**config.mk**
```make
export PLATFORM = sky130hd
export DESIGN_NAME = resonator_dds_divseq
export DESIGN_NICKNAME = d
export VERILOG_FILES = /design/src/rtl/resonator_dds_divseq.sv
export SDC_FILE = /design/constraint.sdc
export NUM_CORES = 1
export LEC_CHECK = 0
export CORE_UTILIZATION = 35
export CTS_CLUSTER_DIAMETER = 40
export CTS_CLUSTER_SIZE = 14
export DETAILED_ROUTE_END_ITERATION = 8
export GPL_ROUTABILITY_DRIVEN = 0
export PLACE_DENSITY_LB_ADDON = 0.1
export SETUP_SLACK_MARGIN = 0.15
export SLEW_MARGIN = 40
export SYNTH_ARGS = -nofsm -noshare
export SYNTH_HDL_FRONTEND = slang
export SYNTH_SLANG_ARGS = --single-unit
```
**constraint.sdc**
```tcl
create_clock -name clk -period 3.6 [get_ports clk]
set_input_delay 0.9 -clock clk [delete_from_list [all_inputs] [get_ports clk]]
set_output_delay 0.9 -clock clk [all_outputs]
set_load 0.01 [all_outputs]
```
**src/rtl/resonator_dds_divseq.sv**
```systemverilog
// Sequential signed divider: 33-bit dividend by 16-bit divisor, restoring
// algorithm one bit per enabled cycle, with saturated 17-bit quotient,
// dividend-signed remainder and divide-by-zero reporting.
module resonator_dds_divseq (
    input  logic        clk,
    input  logic        reset,
    input  logic        ce,
    input  logic        din_valid,
    output logic        din_ready,
    input  logic [32:0] din0,
    input  logic [15:0] din1,
    output logic        dout_valid,
    input  logic        dout_ready,
    output logic [16:0] quot,
    output logic [15:0] rem,
    output logic        ovf,
    output logic        dz
);

    typedef enum logic [1:0] {IDLE, CALC, FIX, DONE} state_t;

    state_t      state;
    state_t      state_nxt;

    // Dividend magnitude; quotient bits shift in from the LSB as dividend
    // bits leave from the MSB, so after 33 steps it holds |quotient|.
    logic [32:0] dvd_q;
    logic [15:0] dvs_mag;
    logic [16:0] part_rem;
    logic [5:0]  step_cnt;
    logic        sign_dvd;
    logic        sign_dvs;

    logic        accept;
    logic        consume;
    logic        last_step;
    logic [32:0] dvd_mag_in;
    logic [15:0] dvs_mag_in;
    logic [17:0] trial;
    logic        trial_ge;
    logic [16:0] part_rem_nxt;
    logic        q_neg;
    logic        div_zero;
    logic [16:0] quot_fix;
    logic [15:0] rem_fix;
    logic        ovf_fix;

    // Handshake qualifiers and operand magnitudes (two's-complement negate
    // keeps -2^32 and -32768 as their full unsigned magnitudes).
    always_comb begin
        accept     = ce & din_valid & din_ready;
        consume    = ce & dout_valid & dout_ready;
        last_step  = (step_cnt == 6'd32);
        dvd_mag_in = din0[32] ? (~din0 + 33'd1) : din0;
        dvs_mag_in = din1[15] ? (~din1 + 16'd1) : din1;
    end

    // One restoring step: shift the next dividend bit into the partial
    // remainder and subtract the divisor when it fits.
    always_comb begin
        trial        = {part_rem, dvd_q[32]};
        trial_ge     = (trial >= {2'b00, dvs_mag});
        part_rem_nxt = trial_ge ? (trial[16:0] - {1'b0, dvs_mag}) : trial[16:0];
    end

    // Sign application and saturation of the finished magnitudes.
    always_comb begin
        q_neg    = sign_dvd ^ sign_dvs;
        div_zero = (dvs_mag == 16'd0);
        quot_fix = '0;
        rem_fix  = '0;
        ovf_fix  = 1'b0;
        if (div_zero) begin
            quot_fix = sign_dvd ? 17'h10000 : 17'h0FFFF;
        end else begin
            if (q_neg) begin
                if (dvd_q > 33'd65536) begin
                    quot_fix = 17'h10000;
                    ovf_fix  = 1'b1;
                end else begin
                    quot_fix = ~dvd_q[16:0] + 17'd1;
                end
            end else begin
                if (dvd_q > 33'd65535) begin
                    quot_fix = 17'h0FFFF;
                    ovf_fix  = 1'b1;
                end else begin
                    quot_fix = dvd_q[16:0];
                end
            end
            rem_fix = sign_dvd ? (16'd0 - part_rem[15:0]) : part_rem[15:0];
        end
    end

    // State register; reset overrides ce.
    always_ff @(posedge clk) begin
        if (reset) begin
            state <= IDLE;
        end else begin
            state <= state_nxt;
        end
    end

    // Next-state and handshake outputs; transitions only on enabled cycles.
    always_comb begin
        state_nxt  = state;
        din_ready  = 1'b0;
        dout_valid = 1'b0;
        case (state)
            IDLE: begin
                din_ready = 1'b1;
                if (accept) begin
                    state_nxt = CALC;
                end
            end
            CALC: begin
                if (ce && last_step) begin
                    state_nxt = FIX;
                end
            end
            FIX: begin
                if (ce) begin
                    state_nxt = DONE;
                end
            end
            DONE: begin
                dout_valid = 1'b1;
                if (consume) begin
                    state_nxt = IDLE;
                end
            end
            default: state_nxt = IDLE;
        endcase
    end

    // Datapath: operand capture, iteration, and registered results.
    always_ff @(posedge clk) begin
        if (reset) begin
            dvd_q    <= '0;
            dvs_mag  <= '0;
            part_rem <= '0;
            step_cnt <= '0;
            sign_dvd <= 1'b0;
            sign_dvs <= 1'b0;
            quot     <= '0;
            rem      <= '0;
            ovf      <= 1'b0;
            dz       <= 1'b0;
        end else if (ce) begin
            case (state)
                IDLE: begin
                    if (accept) begin
                        dvd_q    <= dvd_mag_in;
                        dvs_mag  <= dvs_mag_in;
                        part_rem <= '0;
                        step_cnt <= '0;
                        sign_dvd <= din0[32];
                        sign_dvs <= din1[15];
                    end
                end
                CALC: begin
                    dvd_q    <= {dvd_q[31:0], trial_ge};
                    part_rem <= part_rem_nxt;
                    step_cnt <= step_cnt + 6'd1;
                end
                FIX: begin
                    quot <= quot_fix;
                    rem  <= rem_fix;
                    ovf  <= ovf_fix;
                    dz   <= div_zero;
                end
                default: begin
                end
            endcase
        end
    end

endmodule
```
==> results of run 1 <==
cells in the mapped netlist, types with 10 or more instances:
master and instances:
dfxtp_1 111, nor2_1 92, nand2_1 74, a21oi_1 52, o21ai_0 50, clkbuf_1 48, xnor2_1 48, inv_1 37
a211oi_1 30, ha_1 27, nor3_1 26, a222oi_1 25, xor2_1 25, nand3_1 21, o31ai_1 18, nand4_1 17
a22oi_1 15, nor4_1 14, o22ai_1 10
kinds of logic after synthesis:
group                      share of synthesized area [%]
AOI/OAI and AO/OA                                   27.8
xor gates and xnor gates                            8.75
adders and majority gates                           4.90
buffers and inverters                               5.43
DFF                                                 30.4
muxes                                               1.54
and+or+nand+nor                                     21.1
worst paths after layout:
check                                       startpoint  cells past startpoint                         to  slack (ns)
worst max-delay path            dvd_q[32]$_SDFFE_PP0P_                     10  part_rem[16]$_SDFFE_PP0P_        0.59
worst min-delay path              rem[10]$_SDFFE_PP0P_                      2       rem[10]$_SDFFE_PP0P_        0.45
worst max register to register  dvd_q[32]$_SDFFE_PP0P_                     10  part_rem[16]$_SDFFE_PP0P_        0.59
worst min register to register    rem[10]$_SDFFE_PP0P_                      2       rem[10]$_SDFFE_PP0P_        0.45
cell type report:
type	instances	area, sq um
Fill cell	2105	11500
Multi-Input combinational cell	705	4710
Sequential cell	111	2220
Timing Repair Buffer	116	1090
Tap cell	270	338
Clock buffer	9	225
Inverter	37	139
Clock inverter	7	93.8
through the flow:
step	total power (W)	worst slack, ns	util (%)	instance area (sq um)
2_1_floorplan	0.00332	0.852	-	7300
3_3_place_gp	0.00405	0.236	41.7	8490
3_5_place_dp	0.00405	0.226	41.7	8500
4_1_cts	0.00513	0.591	43.3	8820
5_1_grt	0.00549	0.407	43.3	8820
6_report	0.00511	0.585	43.3	8820
registers in the layout (all words and copies together) (netlist names):
signal / flops
rem: 16
quot: 17
dvd_q: 33
step_cnt: 6
state: 2
dvs_mag: 16
ovf: 1
part_rem: 17
dz: 1
sign_dvd: 1
sign_dvs: 1
worst max-delay path: stages (launching register included):
cell	delay [ns]
dfxtp_1	0.32
inv_1	0.11
ha_1	0.17
inv_1	0.05
fa_1	0.40
a211oi_1	0.49
nor4b_1	0.17
or3_1	0.39
a2111o_1	0.47
a21o_1	0.17
o31ai_1	0.19
power by group through the flow:
stage / combinational (W) / sequential [W] / clock (W)
floorplan: 0.00180 / 0.00152 / 0
CTS: 0.00248 / 0.00155 / 0.00110
global route: 0.00276 / 0.00158 / 0.00115
finish: 0.00249 / 0.00155 / 0.00107
global placement: 0.00247 / 0.00158 / 0
detailed placement: 0.00247 / 0.00158 / 0
cells in the final DEF, fill, tap and decap left out, types with 17 or more instances in the layout:
cell type / synthesis / final
nand2_1: 74 / 74
ha_1: 27 / 27
inv_1: 37 / 37
buf_4: 1 / 26
a21oi_1: 52 / 51
a211oi_1: 30 / 30
nand4_1: 17 / 17
nor2_1: 92 / 90
nand3_1: 21 / 21
xnor2_1: 48 / 47
a222oi_1: 25 / 25
o21ai_0: 50 / 50
dfxtp_1: 111 / 111
clkdlybuf4s50_1: 0 / 89
o31ai_1: 18 / 18
xor2_1: 25 / 25
nor3_1: 26 / 26
per-layer routing:
metal	vias to the layer above	GRT usage, %	part of all wire (%)	wire, um
met5	-	0	0	0
met4	0	4.69	1.0	225
met3	16	3.16	4.1	880
met2	159	31.7	44	9430
met1	3349	29.0	51	11000
li1	3572	-	-	-
==> flow_summary.toml, run 1 <==
[outcome]
status = "complete, no violations"

[global_routing]
grt_use_total_pct = 20.3
grt_pass1_vias = 6642
grt_first_pass_wirelength_mm = 35.4
antenna_found_initial = 0
overflow = 0
grt_max_degree = 62

[placement]
io_buffers = 90
dpl.cell_count = 1239
dp_hpwl_mm = 16.1

[sta]
setup_viol = 0
relSlewSlack_pct = 45.8
period_needed_ns = 3.01
finalSetupTns_ns = 0
fin_skew_ns = 0.00912
whs_ns = 0.453
finalHoldViolCount = 0
maxSlewViolCount = 0
rsz0062_at_grt = "false"
finalCritPeriodShare_pct = 83.7
tightest_slew_ns = 0.807
max_freq_ghz = 0.332

[synth]
yosys_warnings = 0
dominantRegCellSynth = "dfxtp_1"
synth_top_cell_area_share_pct = 30.4
synth-seq-area-share_pct = 30.4
synth_nets = 996
synth_edf_count = 0
avgSynthCellArea_sq_um = 7.99
synth_top_cell_by_area = "dfxtp_1"
synth_area_sq_mm = 0.00730
syn_inst = 914
synthArstFlopShare_pct = 0
ys_types = 69
synthTopCellsByArea = "dfxtp_1 (30%), xnor2_1 (5.8%), nor2_1 (4.7%)"
synth_seq_cells = 111

[die]
die_y_um = 146
die_w_um = 146
dieArea_sq_mm = 0.0215
ios = 91
rows = 52
start_util_pct = 35.9
coreArea_sq_mm = 0.0204

[power_and_ir_drop]
swShare_pct = 43.6
leakage_nw = 3.17
p_int_w = 0.00288
netSwitchingPower_w = 0.00223
comb_power_share_pct = 48.6
ir_worst_vdd_v = 0.000261
p_per_area_mw_per_mm2 = 580
p_seq_share_pct = 30.4
p_clk_share_pct = 21.0

[clocking]
clockRootBuffer = "clkbuf_16"
clock_sinks = 111
clock_path_buffers = 2
clkTransAtPathRegs_ns = 0.09
cts-buffers-inserted = 9
cts-resized-gates = 0
clk_latency_ns = 0.37
postCtsHoldBufs = 0
cts_htree_levels = 3
postCtsSetupRepairBufs = 0
cts_tree = "yes"

[setup_path]
path_max_fanout = 4
worstPathArrival_ns = 3.29
crit_type = "flop to flop"
worstSetupEndpointType = "flop"
crit_required_ns = 3.87
start_kind = "flop"

[route]
antenna_left = 0
drc = 0
viasPerCell = 5.65
drtIter0Drc = 555
wl_mm = 21.5
wire_per_inst_um = 17.2
route.vias.total = 7096
drt-pass1-iter-count = 6

[final_layout]
layout.nets = 1062
area_growth_pct = 20.7
antenna_cells = 0
drive_above_1_share_pct = 6.60
instances_no_fill = 1255

[run]
cap_violations = 0

[min_path]
hold_path.class = "flop to flop"
No activity file was read; power rests on OpenSTA's default activity.
==> run 2, diff against run 1 <==
==> constraint.sdc (replaced) <==
create_clock -name clk -period 2.94 [get_ports clk]
set_input_delay 0.735 -clock clk [delete_from_list [all_inputs] [get_ports clk]]
set_output_delay 0.735 -clock clk [all_outputs]
set_load 0.01 [all_outputs]
==> run 2 against run 1 <==
Final cell count grew 4.3%. Die area is the same. Highest routed layer unchanged. Combinational power grew 33%. Power grew 28%. Sequential power grew 23%. Clock-buffer cell count is the same. Largest cell class unchanged. Largest power group unchanged. Fmax grew 11%. Design area grew 5.9%.
==> flow_summary.toml, run 2 (synthesized netlist as in run 1, its figures left out) <==
[global_routing]
antenna_found_initial = 0
grt_use_total_pct = 20.5
grt_pass1_vias = 6704
grt_max_degree = 85
overflow = 0
grt_first_pass_wirelength_mm = 35.8

[placement]
io_buffers = 90
dp_hpwl_mm = 16.3
pre_cts_slack_ns = -0.174

[sta]
finalCritPeriodShare_pct = 92.7
max_freq_ghz = 0.367
tightest_slew_ns = 0.752
relSlewSlack_pct = 49.4
period_needed_ns = 2.73
fin_skew_ns = 0.0118
maxSlewViolCount = 0
fin_ws_ns = 0.215
whs_ns = 0.453
setup_viol = 0
finalHoldViolCount = 0
rsz0062_at_grt = "true"

[route]
antenna_left = 0
route.vias.total = 7226
drc = 0
viasPerCell = 5.52
drtIter0Drc = 630
drt-pass1-iter-count = 6
wl_mm = 21.4
wire_per_inst_um = 16.4

[final_layout]
layout.nets = 1116
drive_above_1_share_pct = 12.9
seq_area_sq_mm = 0.00222
layout_common_cells = "dfxtp_1 (109), nor2_1 (90), clkdlybuf4s50_1 (89)"
antenna_cells = 0
largest_reg_flops = 33
reg_top3 = "dvd_q (33), part_rem (17), quot (17)"
fill_cells = 2073
regMostFlops = "dvd_q"
multi_input_area_sq_mm = 0.00477
area_growth_pct = 27.9
final_common_cell = "dfxtp_1"

[setup_path]
crit_type = "flop to flop"
path_max_fanout = 14
rrSetupSlack_ns = 0.21
crit_required_ns = 3.18
worstRegToRegCells = 12
worstSetupEndpointType = "flop"
start_kind = "flop"
worstPathArrival_ns = 2.97
r2r-start = "dvd_q[32]$_SDFFE_PP0P_"
r2r_end = "part_rem[11]$_SDFFE_PP0P_"

[clocking]
clkTransAtPathRegs_ns = 0.08
postCtsHoldBufs = 0
clockRootBuffer = "clkbuf_16"
clock_sinks = 111
cts-buffers-inserted = 9
cts_htree_levels = 3
cts_tree = "yes"
clock_path_buffers = 2
clk_latency_ns = 0.36

[run]
cap_violations = 0

[min_path]
hold_path.class = "flop to flop"
hold_path_depth = 2
min_to = "rem[8]$_SDFFE_PP0P_"
worstHoldStart = "rem[8]$_SDFFE_PP0P_"

[power_and_ir_drop]
leakage_nw = 3.46
p_per_area_mw_per_mm2 = 702
ir_worst_vdd_v = 0.000277

[die]
die_y_um = 146
start_util_pct = 35.9
dieArea_sq_mm = 0.0215
coreArea_sq_mm = 0.0204
ios = 91
die_w_um = 146
rows = 52

[outcome]
status = "complete, no violations"
## run 2: cell count changes in the layout (fill, tap and decap cells not counted), sizes merged
| cell | before | now |
|---|---|---|
| bufinv | 0 | 1 |
| buf | 27 | 81 |
| clkinvlp | 0 | 1 |
| inv | 41 | 39 |
## run 2: worst max-delay path by stage
stage,startpoint,end,cells after the start
floorplan,dvd_q[32]$_SDFFE_PP0P_,part_rem[11]$_SDFFE_PP0P_,10
global placement,din0[15],dvd_q[23]$_SDFFE_PP0P_,8
detailed placement,din0[15],dvd_q[21]$_SDFFE_PP0P_,8
CTS,dvd_q[32]$_SDFFE_PP0P_,part_rem[16]$_SDFFE_PP0P_,11
global route,dvd_q[32]$_SDFFE_PP0P_,part_rem[16]$_SDFFE_PP0P_,11
finish,dvd_q[32]$_SDFFE_PP0P_,part_rem[11]$_SDFFE_PP0P_,12
## run 2: cell type report
type	count	area share [%]
inverters	37	1.49
repair buffers	170	16.6
well taps	270	3.62
clock inverters	7	1.09
flip-flops and latches	111	23.8
multi-input cells	705	51.0
clock buffers	9	2.41
## run 2: timing repair
action | CTS | global route
pin swaps | 0 | 8
gates resized for setup | 1 | 15
setup buffers | 0 | 3
endpoints found under the setup margin | 1 | 17
## run 2: worst max-delay path, stage by stage (launching register included)
cell and delay (ns):
dfxtp_2 0.34, inv_2 0.08, ha_4 0.14, inv_2 0.04, fa_2 0.39, a211oi_2 0.18, buf_4 0.15, buf_4 0.10
o21ai_0 0.11, a211oi_1 0.35, o21ai_1 0.16, buf_4 0.23, a221o_1 0.35
## run 2: per-layer routing
layer	part of all wire [%]	wire [um]	track usage [%]
met5	0	0	0
met3	3.7	795	2.69
met4	1.0	223	4.69
met2	44	9420	31.9
met1	51	11000	29.9
## run 2: power by group
part           internal, W  total (W)  switching, W
registers          0.00169    0.00190      0.000208
logic              0.00143    0.00332       0.00188
clock network     0.000691    0.00134      0.000650
total              0.00381    0.00655       0.00274
## run 2: through the flow
step                      instance area [sq um]  power [W]  TNS, ns  utilization [%]  cells
final                                      9340    0.00655        0             45.9   1309
after global routing                       9340    0.00702        0             45.9   1309
after CTS                                  9260    0.00652        0             45.5   1306
after detailed placement                   8930    0.00517    -1.57             43.8   1290
after global placement                     8920    0.00516    -1.26             43.8   1290
after floorplan                            7300    0.00406        0                -    914
